File: config.mk
export PLATFORM = sky130hd
export DESIGN_NAME = adv_timer_seq_ctrl_flat
export DESIGN_NICKNAME = d
export VERILOG_FILES = /design/src/rtl/adv_timer_pkg.sv /design/src/rtl/adv_timer_seq_ctrl_if.sv /design/src/rtl/adv_timer_prescaler.sv /design/src/rtl/adv_timer_seq_ctrl.sv /design/src/flat_wrapper.sv
export SDC_FILE = /design/constraint.sdc
export NUM_CORES = 1
export LEC_CHECK = 0
export CAP_MARGIN = 10
export CORE_MARGIN = 2
export CORE_UTILIZATION = 42
export CTS_BUF_LIST = sky130_fd_sc_hd__clkbuf_4 sky130_fd_sc_hd__clkbuf_8
export CTS_CLUSTER_SIZE = 40
export DETAILED_ROUTE_END_ITERATION = 16
export PLACE_DENSITY_LB_ADDON = 0.05
export SETUP_SLACK_MARGIN = 0.1
export SLEW_MARGIN = 20
export SYNTH_ARGS = -nofsm -noshare
export SYNTH_HDL_FRONTEND = slang
export SYNTH_SLANG_ARGS = --single-unit
File: constraint.sdc
create_clock -name clk_i -period 1.85 [get_ports clk_i]
set_clock_uncertainty 0.1 [all_clocks]
set_input_delay 0.4625 -clock clk_i [delete_from_list [all_inputs] [get_ports clk_i]]
set_output_delay 0.4625 -clock clk_i [all_outputs]
set_load 0.05 [all_outputs]
File: src/rtl/adv_timer_pkg.sv
// Shared types, defaults and the command-priority resolver for the timer channel sequencer.
package adv_timer_pkg;

  localparam int unsigned DEF_PRESC_BITS = 8;
  localparam int unsigned DEF_REP_BITS   = 8;

  typedef enum logic [1:0] {
    ST_IDLE   = 2'd0,
    ST_RUN    = 2'd1,
    ST_PAUSED = 2'd2
  } state_e;

  // One resolved action per cycle, listed from highest to lowest priority.
  typedef enum logic [2:0] {
    CMD_NONE       = 3'd0,
    CMD_RESET      = 3'd1,
    CMD_STOP       = 3'd2,
    CMD_EXPIRE     = 3'd3,
    CMD_REPEAT_DEC = 3'd4,
    CMD_START      = 3'd5
  } cmd_e;

  function automatic cmd_e resolve_cmd(
    input state_e state,
    input logic   rst_req,
    input logic   stop_req,
    input logic   start_req,
    input logic   period_end,
    input logic   rep_zero
  );
    if (rst_req)                         return CMD_RESET;
    if (stop_req && state == ST_RUN)     return CMD_STOP;
    if (period_end && state == ST_RUN)   return rep_zero ? CMD_EXPIRE : CMD_REPEAT_DEC;
    if (start_req && state != ST_RUN)    return CMD_START;
    return CMD_NONE;
  endfunction

endpackage

File: src/rtl/adv_timer_seq_ctrl_if.sv
// Command, configuration and counter-control signals of one timer channel sequencer.
interface adv_timer_seq_ctrl_if #(
  parameter int unsigned PRESC_BITS = adv_timer_pkg::DEF_PRESC_BITS,
  parameter int unsigned REP_BITS   = adv_timer_pkg::DEF_REP_BITS
);

  logic                  cmd_start_i;
  logic                  cmd_stop_i;
  logic                  cmd_update_i;
  logic                  cmd_reset_i;
  logic [PRESC_BITS-1:0] cfg_presc_i;
  logic                  cfg_oneshot_i;
  logic [REP_BITS-1:0]   cfg_repeat_i;
  logic                  in_evt_i;
  logic                  counter_end_i;

  logic                  ctrl_active_o;
  logic                  ctrl_update_o;
  logic                  ctrl_rst_o;
  logic                  counter_event_o;
  logic                  done_o;
  logic                  busy_o;
  logic [REP_BITS-1:0]   repeat_cnt_o;

  modport master (
    output cmd_start_i, cmd_stop_i, cmd_update_i, cmd_reset_i,
    output cfg_presc_i, cfg_oneshot_i, cfg_repeat_i,
    output in_evt_i, counter_end_i,
    input  ctrl_active_o, ctrl_update_o, ctrl_rst_o, counter_event_o,
    input  done_o, busy_o, repeat_cnt_o
  );

  modport slave (
    input  cmd_start_i, cmd_stop_i, cmd_update_i, cmd_reset_i,
    input  cfg_presc_i, cfg_oneshot_i, cfg_repeat_i,
    input  in_evt_i, counter_end_i,
    output ctrl_active_o, ctrl_update_o, ctrl_rst_o, counter_event_o,
    output done_o, busy_o, repeat_cnt_o
  );

endinterface

File: src/rtl/adv_timer_prescaler.sv
// Event prescaler: divides qualified input events by (divide+1) with a shadowed divide value.
module adv_timer_prescaler #(
  parameter int unsigned PRESC_BITS = 8
) (
  input  logic                  clk_i,
  input  logic                  rstn_i,
  input  logic                  en,
  input  logic                  clr,
  input  logic                  load_now,
  input  logic                  evt,
  input  logic                  upd,
  input  logic [PRESC_BITS-1:0] cfg,
  output logic                  strobe
);

  logic [PRESC_BITS-1:0] cnt;
  logic [PRESC_BITS-1:0] div_active;
  logic [PRESC_BITS-1:0] div_shadow;
  logic                  pending;
  logic                  step;
  logic                  wrap;

  assign step = en && evt;
  assign wrap = step && (cnt == div_active);

  // NOTE: sequential state uses non-blocking assignments so every register samples pre-edge values, and all of it is cleared by the asynchronous reset.
  always_ff @(posedge clk_i or negedge rstn_i) begin
    if (!rstn_i) begin
      cnt        <= '0;
      div_active <= '0;
      div_shadow <= '0;
      pending    <= 1'b0;
      strobe     <= 1'b0;
    end else begin
      strobe <= wrap;

      if (clr) begin
        cnt <= '0;
      end else if (step) begin
        cnt <= wrap ? '0 : cnt + 1'b1;
      end

      // A running timer only picks up a new divide at a period boundary, so no period is cut short.
      if (upd && load_now) begin
        div_active <= cfg;
        div_shadow <= cfg;
        pending    <= 1'b0;
      end else begin
        if (wrap && pending) begin
          div_active <= div_shadow;
          pending    <= 1'b0;
        end
        if (upd) begin
          div_shadow <= cfg;
          pending    <= 1'b1;
        end
      end
    end
  end

endmodule

File: src/rtl/adv_timer_seq_ctrl.sv
// Channel sequencer: turns register-file command pulses into counter controls, with prescaling and one-shot repeat.
module adv_timer_seq_ctrl
  import adv_timer_pkg::*;
#(
  parameter int unsigned PRESC_BITS = DEF_PRESC_BITS,
  parameter int unsigned REP_BITS   = DEF_REP_BITS
) (
  input  logic                 clk_i,
  input  logic                 rstn_i,
  adv_timer_seq_ctrl_if.slave  bus
);

  state_e              state;
  cmd_e                cmd;
  logic [REP_BITS-1:0] rep_cnt;
  logic                period_end;
  logic                rep_zero;
  logic                presc_en;
  logic                presc_clr;
  logic                presc_load_now;

  assign period_end = bus.counter_end_i && bus.cfg_oneshot_i;
  assign rep_zero   = (rep_cnt == '0);

  assign cmd = resolve_cmd(state, bus.cmd_reset_i, bus.cmd_stop_i, bus.cmd_start_i,
                           period_end, rep_zero);

  // Count only when the timer stays in RUN this cycle, so a strobe never lands while inactive.
  assign presc_en       = (state == ST_RUN) && ((cmd == CMD_NONE) || (cmd == CMD_REPEAT_DEC));
  assign presc_clr      = (cmd == CMD_RESET) || ((cmd == CMD_START) && (state == ST_IDLE));
  assign presc_load_now = (state != ST_RUN);
  assign bus.repeat_cnt_o = rep_cnt;

  adv_timer_prescaler #(
    .PRESC_BITS (PRESC_BITS)
  ) u_presc (
    .clk_i    (clk_i),
    .rstn_i   (rstn_i),
    .en       (presc_en),
    .clr      (presc_clr),
    .load_now (presc_load_now),
    .evt      (bus.in_evt_i),
    .upd      (bus.cmd_update_i),
    .cfg      (bus.cfg_presc_i),
    .strobe   (bus.counter_event_o)
  );

  always_ff @(posedge clk_i or negedge rstn_i) begin
    if (!rstn_i) begin
      state             <= ST_IDLE;
      rep_cnt           <= '0;
      bus.ctrl_active_o <= 1'b0;
      bus.ctrl_update_o <= 1'b0;
      bus.ctrl_rst_o    <= 1'b0;
      bus.done_o        <= 1'b0;
      bus.busy_o        <= 1'b0;
    end else begin
      bus.ctrl_rst_o    <= (cmd == CMD_RESET);
      bus.ctrl_update_o <= bus.cmd_update_i;
      bus.done_o        <= (cmd == CMD_EXPIRE);

      unique case (cmd)
        CMD_RESET: begin
          state             <= ST_IDLE;
          rep_cnt           <= bus.cfg_repeat_i;
          bus.ctrl_active_o <= 1'b0;
          bus.busy_o        <= 1'b0;
        end
        CMD_STOP: begin
          state             <= ST_PAUSED;
          bus.ctrl_active_o <= 1'b0;
          bus.busy_o        <= 1'b1;
        end
        CMD_EXPIRE: begin
          state             <= ST_IDLE;
          bus.ctrl_active_o <= 1'b0;
          bus.busy_o        <= 1'b0;
        end
        CMD_REPEAT_DEC: begin
          rep_cnt <= rep_cnt - 1'b1;
        end
        CMD_START: begin
          // A fresh start reloads the repeat budget; a resume keeps what was left.
          if (state == ST_IDLE) begin
            rep_cnt <= bus.cfg_repeat_i;
          end
          state             <= ST_RUN;
          bus.ctrl_active_o <= 1'b1;
          bus.busy_o        <= 1'b1;
        end
        default: begin
        end
      endcase
    end
  end

endmodule

File: src/flat_wrapper.sv
// flat-port wrapper written by rule: the top's interface ports become plain ports
module adv_timer_seq_ctrl_flat import adv_timer_pkg::*;
#(
  parameter int unsigned PRESC_BITS = DEF_PRESC_BITS,
  parameter int unsigned REP_BITS   = DEF_REP_BITS
)
  (clk_i, rstn_i, bus_cmd_start_i, bus_cmd_stop_i, bus_cmd_update_i, bus_cmd_reset_i, bus_cfg_presc_i, bus_cfg_oneshot_i, bus_cfg_repeat_i, bus_in_evt_i, bus_counter_end_i, bus_ctrl_active_o, bus_ctrl_update_o, bus_ctrl_rst_o, bus_counter_event_o, bus_done_o, bus_busy_o, bus_repeat_cnt_o);
  adv_timer_seq_ctrl_if #(.PRESC_BITS(PRESC_BITS), .REP_BITS(REP_BITS)) bus_i ();
  input  logic clk_i;
  input  logic rstn_i;
  input wire logic [$bits(bus_i.cmd_start_i)-1:0] bus_cmd_start_i;
  input wire logic [$bits(bus_i.cmd_stop_i)-1:0] bus_cmd_stop_i;
  input wire logic [$bits(bus_i.cmd_update_i)-1:0] bus_cmd_update_i;
  input wire logic [$bits(bus_i.cmd_reset_i)-1:0] bus_cmd_reset_i;
  input wire logic [$bits(bus_i.cfg_presc_i)-1:0] bus_cfg_presc_i;
  input wire logic [$bits(bus_i.cfg_oneshot_i)-1:0] bus_cfg_oneshot_i;
  input wire logic [$bits(bus_i.cfg_repeat_i)-1:0] bus_cfg_repeat_i;
  input wire logic [$bits(bus_i.in_evt_i)-1:0] bus_in_evt_i;
  input wire logic [$bits(bus_i.counter_end_i)-1:0] bus_counter_end_i;
  output wire logic [$bits(bus_i.ctrl_active_o)-1:0] bus_ctrl_active_o;
  output wire logic [$bits(bus_i.ctrl_update_o)-1:0] bus_ctrl_update_o;
  output wire logic [$bits(bus_i.ctrl_rst_o)-1:0] bus_ctrl_rst_o;
  output wire logic [$bits(bus_i.counter_event_o)-1:0] bus_counter_event_o;
  output wire logic [$bits(bus_i.done_o)-1:0] bus_done_o;
  output wire logic [$bits(bus_i.busy_o)-1:0] bus_busy_o;
  output wire logic [$bits(bus_i.repeat_cnt_o)-1:0] bus_repeat_cnt_o;
  assign bus_i.cmd_start_i = bus_cmd_start_i;
  assign bus_i.cmd_stop_i = bus_cmd_stop_i;
  assign bus_i.cmd_update_i = bus_cmd_update_i;
  assign bus_i.cmd_reset_i = bus_cmd_reset_i;
  assign bus_i.cfg_presc_i = bus_cfg_presc_i;
  assign bus_i.cfg_oneshot_i = bus_cfg_oneshot_i;
  assign bus_i.cfg_repeat_i = bus_cfg_repeat_i;
  assign bus_i.in_evt_i = bus_in_evt_i;
  assign bus_i.counter_end_i = bus_counter_end_i;
  assign bus_ctrl_active_o = bus_i.ctrl_active_o;
  assign bus_ctrl_update_o = bus_i.ctrl_update_o;
  assign bus_ctrl_rst_o = bus_i.ctrl_rst_o;
  assign bus_counter_event_o = bus_i.counter_event_o;
  assign bus_done_o = bus_i.done_o;
  assign bus_busy_o = bus_i.busy_o;
  assign bus_repeat_cnt_o = bus_i.repeat_cnt_o;
  adv_timer_seq_ctrl #(.PRESC_BITS(PRESC_BITS), .REP_BITS(REP_BITS)) u_core (.clk_i(clk_i), .rstn_i(rstn_i), .bus(bus_i));
endmodule
* After elaboration in Yosys (flattened, before gate mapping)
Cells that the tools add are included.
Word-level totals: bits in registers 41, latch bits 0, memory bits (writable) 0, bits in read-only memories 0, output and inout bits 14, word-level logic and storage cells 84, memories 0
Cells by class: add/sub/neg operators 2, multiply operators 0, divide/modulo/power cells 0, $lt $le $gt $ge 0, equality and inequality tests 9, shift operators 0, muxes and demuxes 34, bitwise operators 0, reductions and logical operators 27
Operators with widths (count):
- $mux W8 | 8
- $mux W3 | 9
- $pmux W8 S3 | 1
- $mux W1 | 13
- $logic_and A1 B1 Y1 | 10
- $reduce_bool A2 Y1 | 5
- $reduce_bool A3 Y1 | 3
- $add A8 B1 Y8 const B | 1
- $eq A8 B8 Y1 | 1
- $logic_not A8 Y1 | 1
- $sub A8 B1 Y8 const B | 1
- $eq A3 B2 Y1 const B | 2
- $eq A3 B3 Y1 const B | 2
- $pmux W2 S3 | 1
- $pmux W1 S2 | 2
- $reduce_or A2 Y1 | 2
- $eq A3 B1 Y1 const B | 1
- $logic_not A3 Y1 | 1
- $reduce_or A3 Y1 | 1
- $eq A2 B1 Y1 const B | 1
- $logic_not A2 Y1 | 1
- $logic_or A1 B1 Y1 | 2
- $ne A2 B1 Y1 const B | 1
- $ne A2 B2 Y1 const B | 1
- $reduce_and A2 Y1 | 1

* Depth between registers and ports, before layout
depth after elaboration 22, mapped depth 9

* By module
A second synthesis with hierarchy kept.
Unflattened totals: cells, all modules 194, area total of the unflattened synthesis 2031.9 um^2
By module, submodules not included:
- adv_timer_prescaler | instances 1, cells each 113, area each 1238.7 um^2
- adv_timer_seq_ctrl | instances 1, cells each 81, area each 793.3 um^2

* Worst setup path before layout
OpenSTA, ideal clock, no wires.
kind register to register, from reg u_core.rep_cnt[0] (netlist: u_core.bus.repeat_cnt_o[0]), to reg u_core.rep_cnt[7] (netlist: u_core.bus.repeat_cnt_o[7]), data arrival time 2.197 ns, data required time 1.627 ns, path slack -0.571 ns, cell stages (with the launch flop) 9, path buffers 1, cells stage by stage dfrtp_1 inv_1 ha_1 nor3b_1 and4_1 buf_6 or3_4 o21a_1 o221a_1
Between the ends: cells in the longest elaborated chain, start to end 11
RTL lines:
- start: declaration | line adv_timer_seq_ctrl.sv:15 | logic [REP_BITS-1:0] rep_cnt;
- start signal: assignment | line adv_timer_seq_ctrl.sv:65 | rep_cnt <= bus.cfg_repeat_i;
- start signal: assignment | line adv_timer_seq_ctrl.sv:80 | rep_cnt <= rep_cnt - 1'b1;
- start signal: assignment | line adv_timer_seq_ctrl.sv:85 | rep_cnt <= bus.cfg_repeat_i;
- $logic_not A8 Y1 | line adv_timer_seq_ctrl.sv:23 | assign rep_zero = (rep_cnt == '0);
- $mux W3 (2 in a row) | line adv_timer_pkg.sv:33 | if (period_end && state == ST_RUN) return rep_zero ? CMD_EXPIRE : CMD_REPEAT_DEC;
- $mux W3 | line adv_timer_pkg.sv:34 | if (start_req && state != ST_RUN) return CMD_START;
- $mux W3 | line adv_timer_pkg.sv:35 | return CMD_NONE;
- $mux W3 | line adv_timer_pkg.sv:34
- $mux W3 | line adv_timer_pkg.sv:33
- $mux W3 | line adv_timer_pkg.sv:32 | if (stop_req && state == ST_RUN) return CMD_STOP;
- $eq A3 B3 Y1 / $eq A3 B1 Y1 (equally long branches) | line adv_timer_seq_ctrl.sv:62 | unique case (cmd)
- $ne A2 B2 Y1 (no source line) / $reduce_bool A3 Y1 (equally long branches)
- $reduce_and A2 Y1 (no source line)
Parallel ways exist; a longest one is shown, timed or not. A chain may end at the register's enable or synchronous reset.

* Worst setup path after layout
from reg u_core.rep_cnt[0] (netlist: u_core.bus.repeat_cnt_o[0]), to reg u_core.rep_cnt[4] (netlist: u_core.bus.repeat_cnt_o[4])
Same word-level chain as after synthesis.

==> results.cfg <==
[floorplanning]
die_h_um = 74.5
num_rows = 25
die_w_um = 74.5
core_area_sq_mm = 0.00475
start_util = 0.439
io_pins = 39
die-area_sq_mm = 0.00556

[synth]
yosys_most_used_dff = dfrtp_1
yosys_warnings = 0
synth_seq_cells = 40
netlist_instances = 211
synth-edff-count = 0
synth.avg_cell_area_sq_um = 9.90
ys_types = 47
seq_area_frac_synth = 0.479
synth_area_sq_mm = 0.00209
synthArstFlopShare = 1.00
syn_nets = 238

[clock_network]
cts_tree = built
insertion_delay_ns = 0.29
numClockSinks = 40
clock_path_buffers = 2
htreeDepth = 2
path_clk_slew_ns = 0.08
cts-hold-fix-buffers = 0
cts_buffers = 5
cts-root-buf = clkbuf_8

[placed_design]
place_area_sq_mm = 0.00295
port_buffers = 38
hpwlAfterDp_mm = 3.97
gp_congestion = 0.830

[drt]
ant_nets = 0
num_vias = 2022
routed_wire_length_per_instance_um = 15.5
drc = 0
totalWireLength_mm = 5.74
dr.pass1.iters = 4
vias_per_cell = 5.46
drtIter0Drc = 105

[timing]
maxSlewViolCount = 0
setup-tns-final_ns = -1.38
max_freq_mhz = 500
worst_pin_slew_ns = 0.523
setup_viol = 23
finalCriticalPeriod_ns = 2.00
period_share = 1.08
fin_ws_ns = -0.151
slew_headroom = 0.651
timing.final.hold_violations = 0
grt_setup_unrepaired = true

[worst_hold_path]
worstHoldPathType = in2async

[run]
drv_cap = 0

[setup_path]
cp_slowest_cell = or3_4
path_class = reg2reg
cp-end-kind = flop
required_ns = 1.92
startpoint_type = flop
cpPeakStageDelay_ns = 0.41
cp_cell_sequence = inv_2 > ha_4 > nor3b_4 > and4_4 > or3_4 > buf_6 > o32ai_2 > a21oi_1
crit_fanout = 5
arrival_ns = 2.07

[grt]
antenna_found_initial = 0
grt_pass1_vias = 1985
grt_max_degree = 41
grt_util_all_layers = 0.216
grt_pass1_wl_mm = 9.07
overflow = 0

[layout]
final_nets = 330
drive_above_1_share = 0.442
nFillCells = 369
fin_area_sq_mm = 0.00337
area_growth_pct = 61.3
final_cell_mix = 52 x buf_4, 38 x dfrtp_1, 20 x clkdlybuf4s50_1, 14 x nor2_1, 14 x a31oi_1
diodes = 0
layout_commonest_cell = buf_4

[run_status]
run_status = finished with violations
violations = negative setup slack

[pwr]
power_mw = 2.23
pwr_density_cell_mw_per_mm2 = 661
vdd_drop_max_mv = 0.351
leakage_nw = 1.44
==> final cells by class <==
cell class | instances | area (sq um) | share of cell area
multi-input combinational | 150 | 1210 | 0.360
timing repair buffer | 98 | 957 | 0.284
tap | 67 | 83.8 | 0.0249
sequential | 40 | 1000 | 0.298
clock inverter | 1 | 5.00 | 0.00149
inverter | 8 | 30.0 | 0.00891
clock buffer | 6 | 76.3 | 0.0227
==> worst paths after layout <==
check / cells past startpoint / slack, ns / from / to
worst min register to register: 1 / 0.42 / u_core.u_presc.div_shadow[1]$_DFFE_PN0P_ / u_core.u_presc.div_shadow[1]$_DFFE_PN0P_
min in group clk_i: 1 / 0.42 / u_core.u_presc.div_shadow[1]$_DFFE_PN0P_ / u_core.u_presc.div_shadow[1]$_DFFE_PN0P_
worst min-delay path: 2 / 0.13 / rstn_i / u_core.u_presc.cnt[3]$_DFFE_PN0P_
max in group asynchronous: 2 / 1.13 / rstn_i / u_core.bus.repeat_cnt_o[0]$_DFFE_PN0P_
worst max-delay path: 8 / -0.15 / u_core.bus.repeat_cnt_o[0]$_DFFE_PN0P_ / u_core.bus.repeat_cnt_o[4]$_DFFE_PN0P_
worst max register to register: 8 / -0.15 / u_core.bus.repeat_cnt_o[0]$_DFFE_PN0P_ / u_core.bus.repeat_cnt_o[4]$_DFFE_PN0P_
==> cell families after synthesis <==
kind of cell               synth area share
and+or+nand+nor                       0.189
AOI/OAI and AO/OA                     0.190
DFF                                   0.479
buffers and inverters                0.0485
muxes                                0.0479
xor gates and xnor gates             0.0335
adders and majority gates            0.0120
==> power by group <==
part	internal [mW]	switching (mW)	total, mW
sequential	0.947	0.0525	0.999
clock	0.271	0.289	0.560
combinational	0.334	0.334	0.668
total	1.55	0.676	2.23
==> cells in the mapped netlist (2+ instances only) <==
library cell / n / area [sq um]
o31ai_1: 10 / 75.1
xor2_1: 8 / 70.1
buf_6: 2 / 22.5
nand3_1: 7 / 35.0
nand4_1: 8 / 50.1
nand2_1: 11 / 41.3
a32o_1: 2 / 20.0
o21a_1: 2 / 15.0
nor4_1: 3 / 18.8
buf_2: 3 / 15.0
o22ai_1: 4 / 25.0
a211oi_1: 2 / 15.0
a21oi_1: 9 / 45.0
and3_1: 5 / 31.3
nor3_1: 5 / 25.0
inv_1: 7 / 26.3
mux2_2: 8 / 90.1
nor2_1: 16 / 60.1
o21ai_0: 8 / 40.0
and2_1: 2 / 12.5
clkbuf_1: 7 / 26.3
nor2b_1: 2 / 12.5
dfrtp_1: 40 / 1000
nor3b_1: 3 / 22.5
a31oi_1: 14 / 87.6
ha_1: 2 / 25.0
==> registers in the layout (all words and copies together) (netlist names) <==
name	flops
u_core.u_presc.cnt	8
u_core.bus.done_o	1
u_core.bus.repeat_cnt_o	8
u_core.bus.ctrl_rst_o	1
u_core.bus.ctrl_update_o	1
u_core.u_presc.pending	1
u_core.u_presc.div_active	8
u_core.state	1
u_core.u_presc.strobe	1
u_core.bus.ctrl_active_o	1
u_core.bus.busy_o	1
u_core.u_presc.div_shadow	8
==> layer usage <==
metal	global-route usage	part of all wire	wire (um)
met1	0.277	0.42	2430
met2	0.368	0.54	3090
met3	0.0285	0.030	174
met4	0.0853	0.0078	45
met5	0	0	0
==> metrics by stage <==
step / utilization / std cells / setup WS (ns) / hold WS [ns]
4_1_cts: 0.684 / 365 / -0.0478 / 0.140
3_5_place_dp: 0.620 / 350 / -0.558 / 0.404
6_report: 0.709 / 370 / -0.151 / 0.134
3_3_place_gp: 0.620 / 350 / -0.519 / 0.398
5_1_grt: 0.709 / 370 / -0.217 / 0.160
2_1_floorplan: - / 211 / -0.335 / 0.0669
==> repair_timing <==
item,in CTS,in global routing
setup buffers,9,5
pin swaps,30,20
endpoints found under the setup margin,26,27
gates resized for setup,47,18
==> worst max-delay path, delay by kind of cell, from the launching register on <==
kind / cells / cell delay, ns
compound gates: 2 / 0.30
fa+ha+maj: 1 / 0.15
buf+inv: 2 / 0.18
simple gates: 3 / 0.78
flops: 1 / 0.37
(Power assumes the default switching activity.)
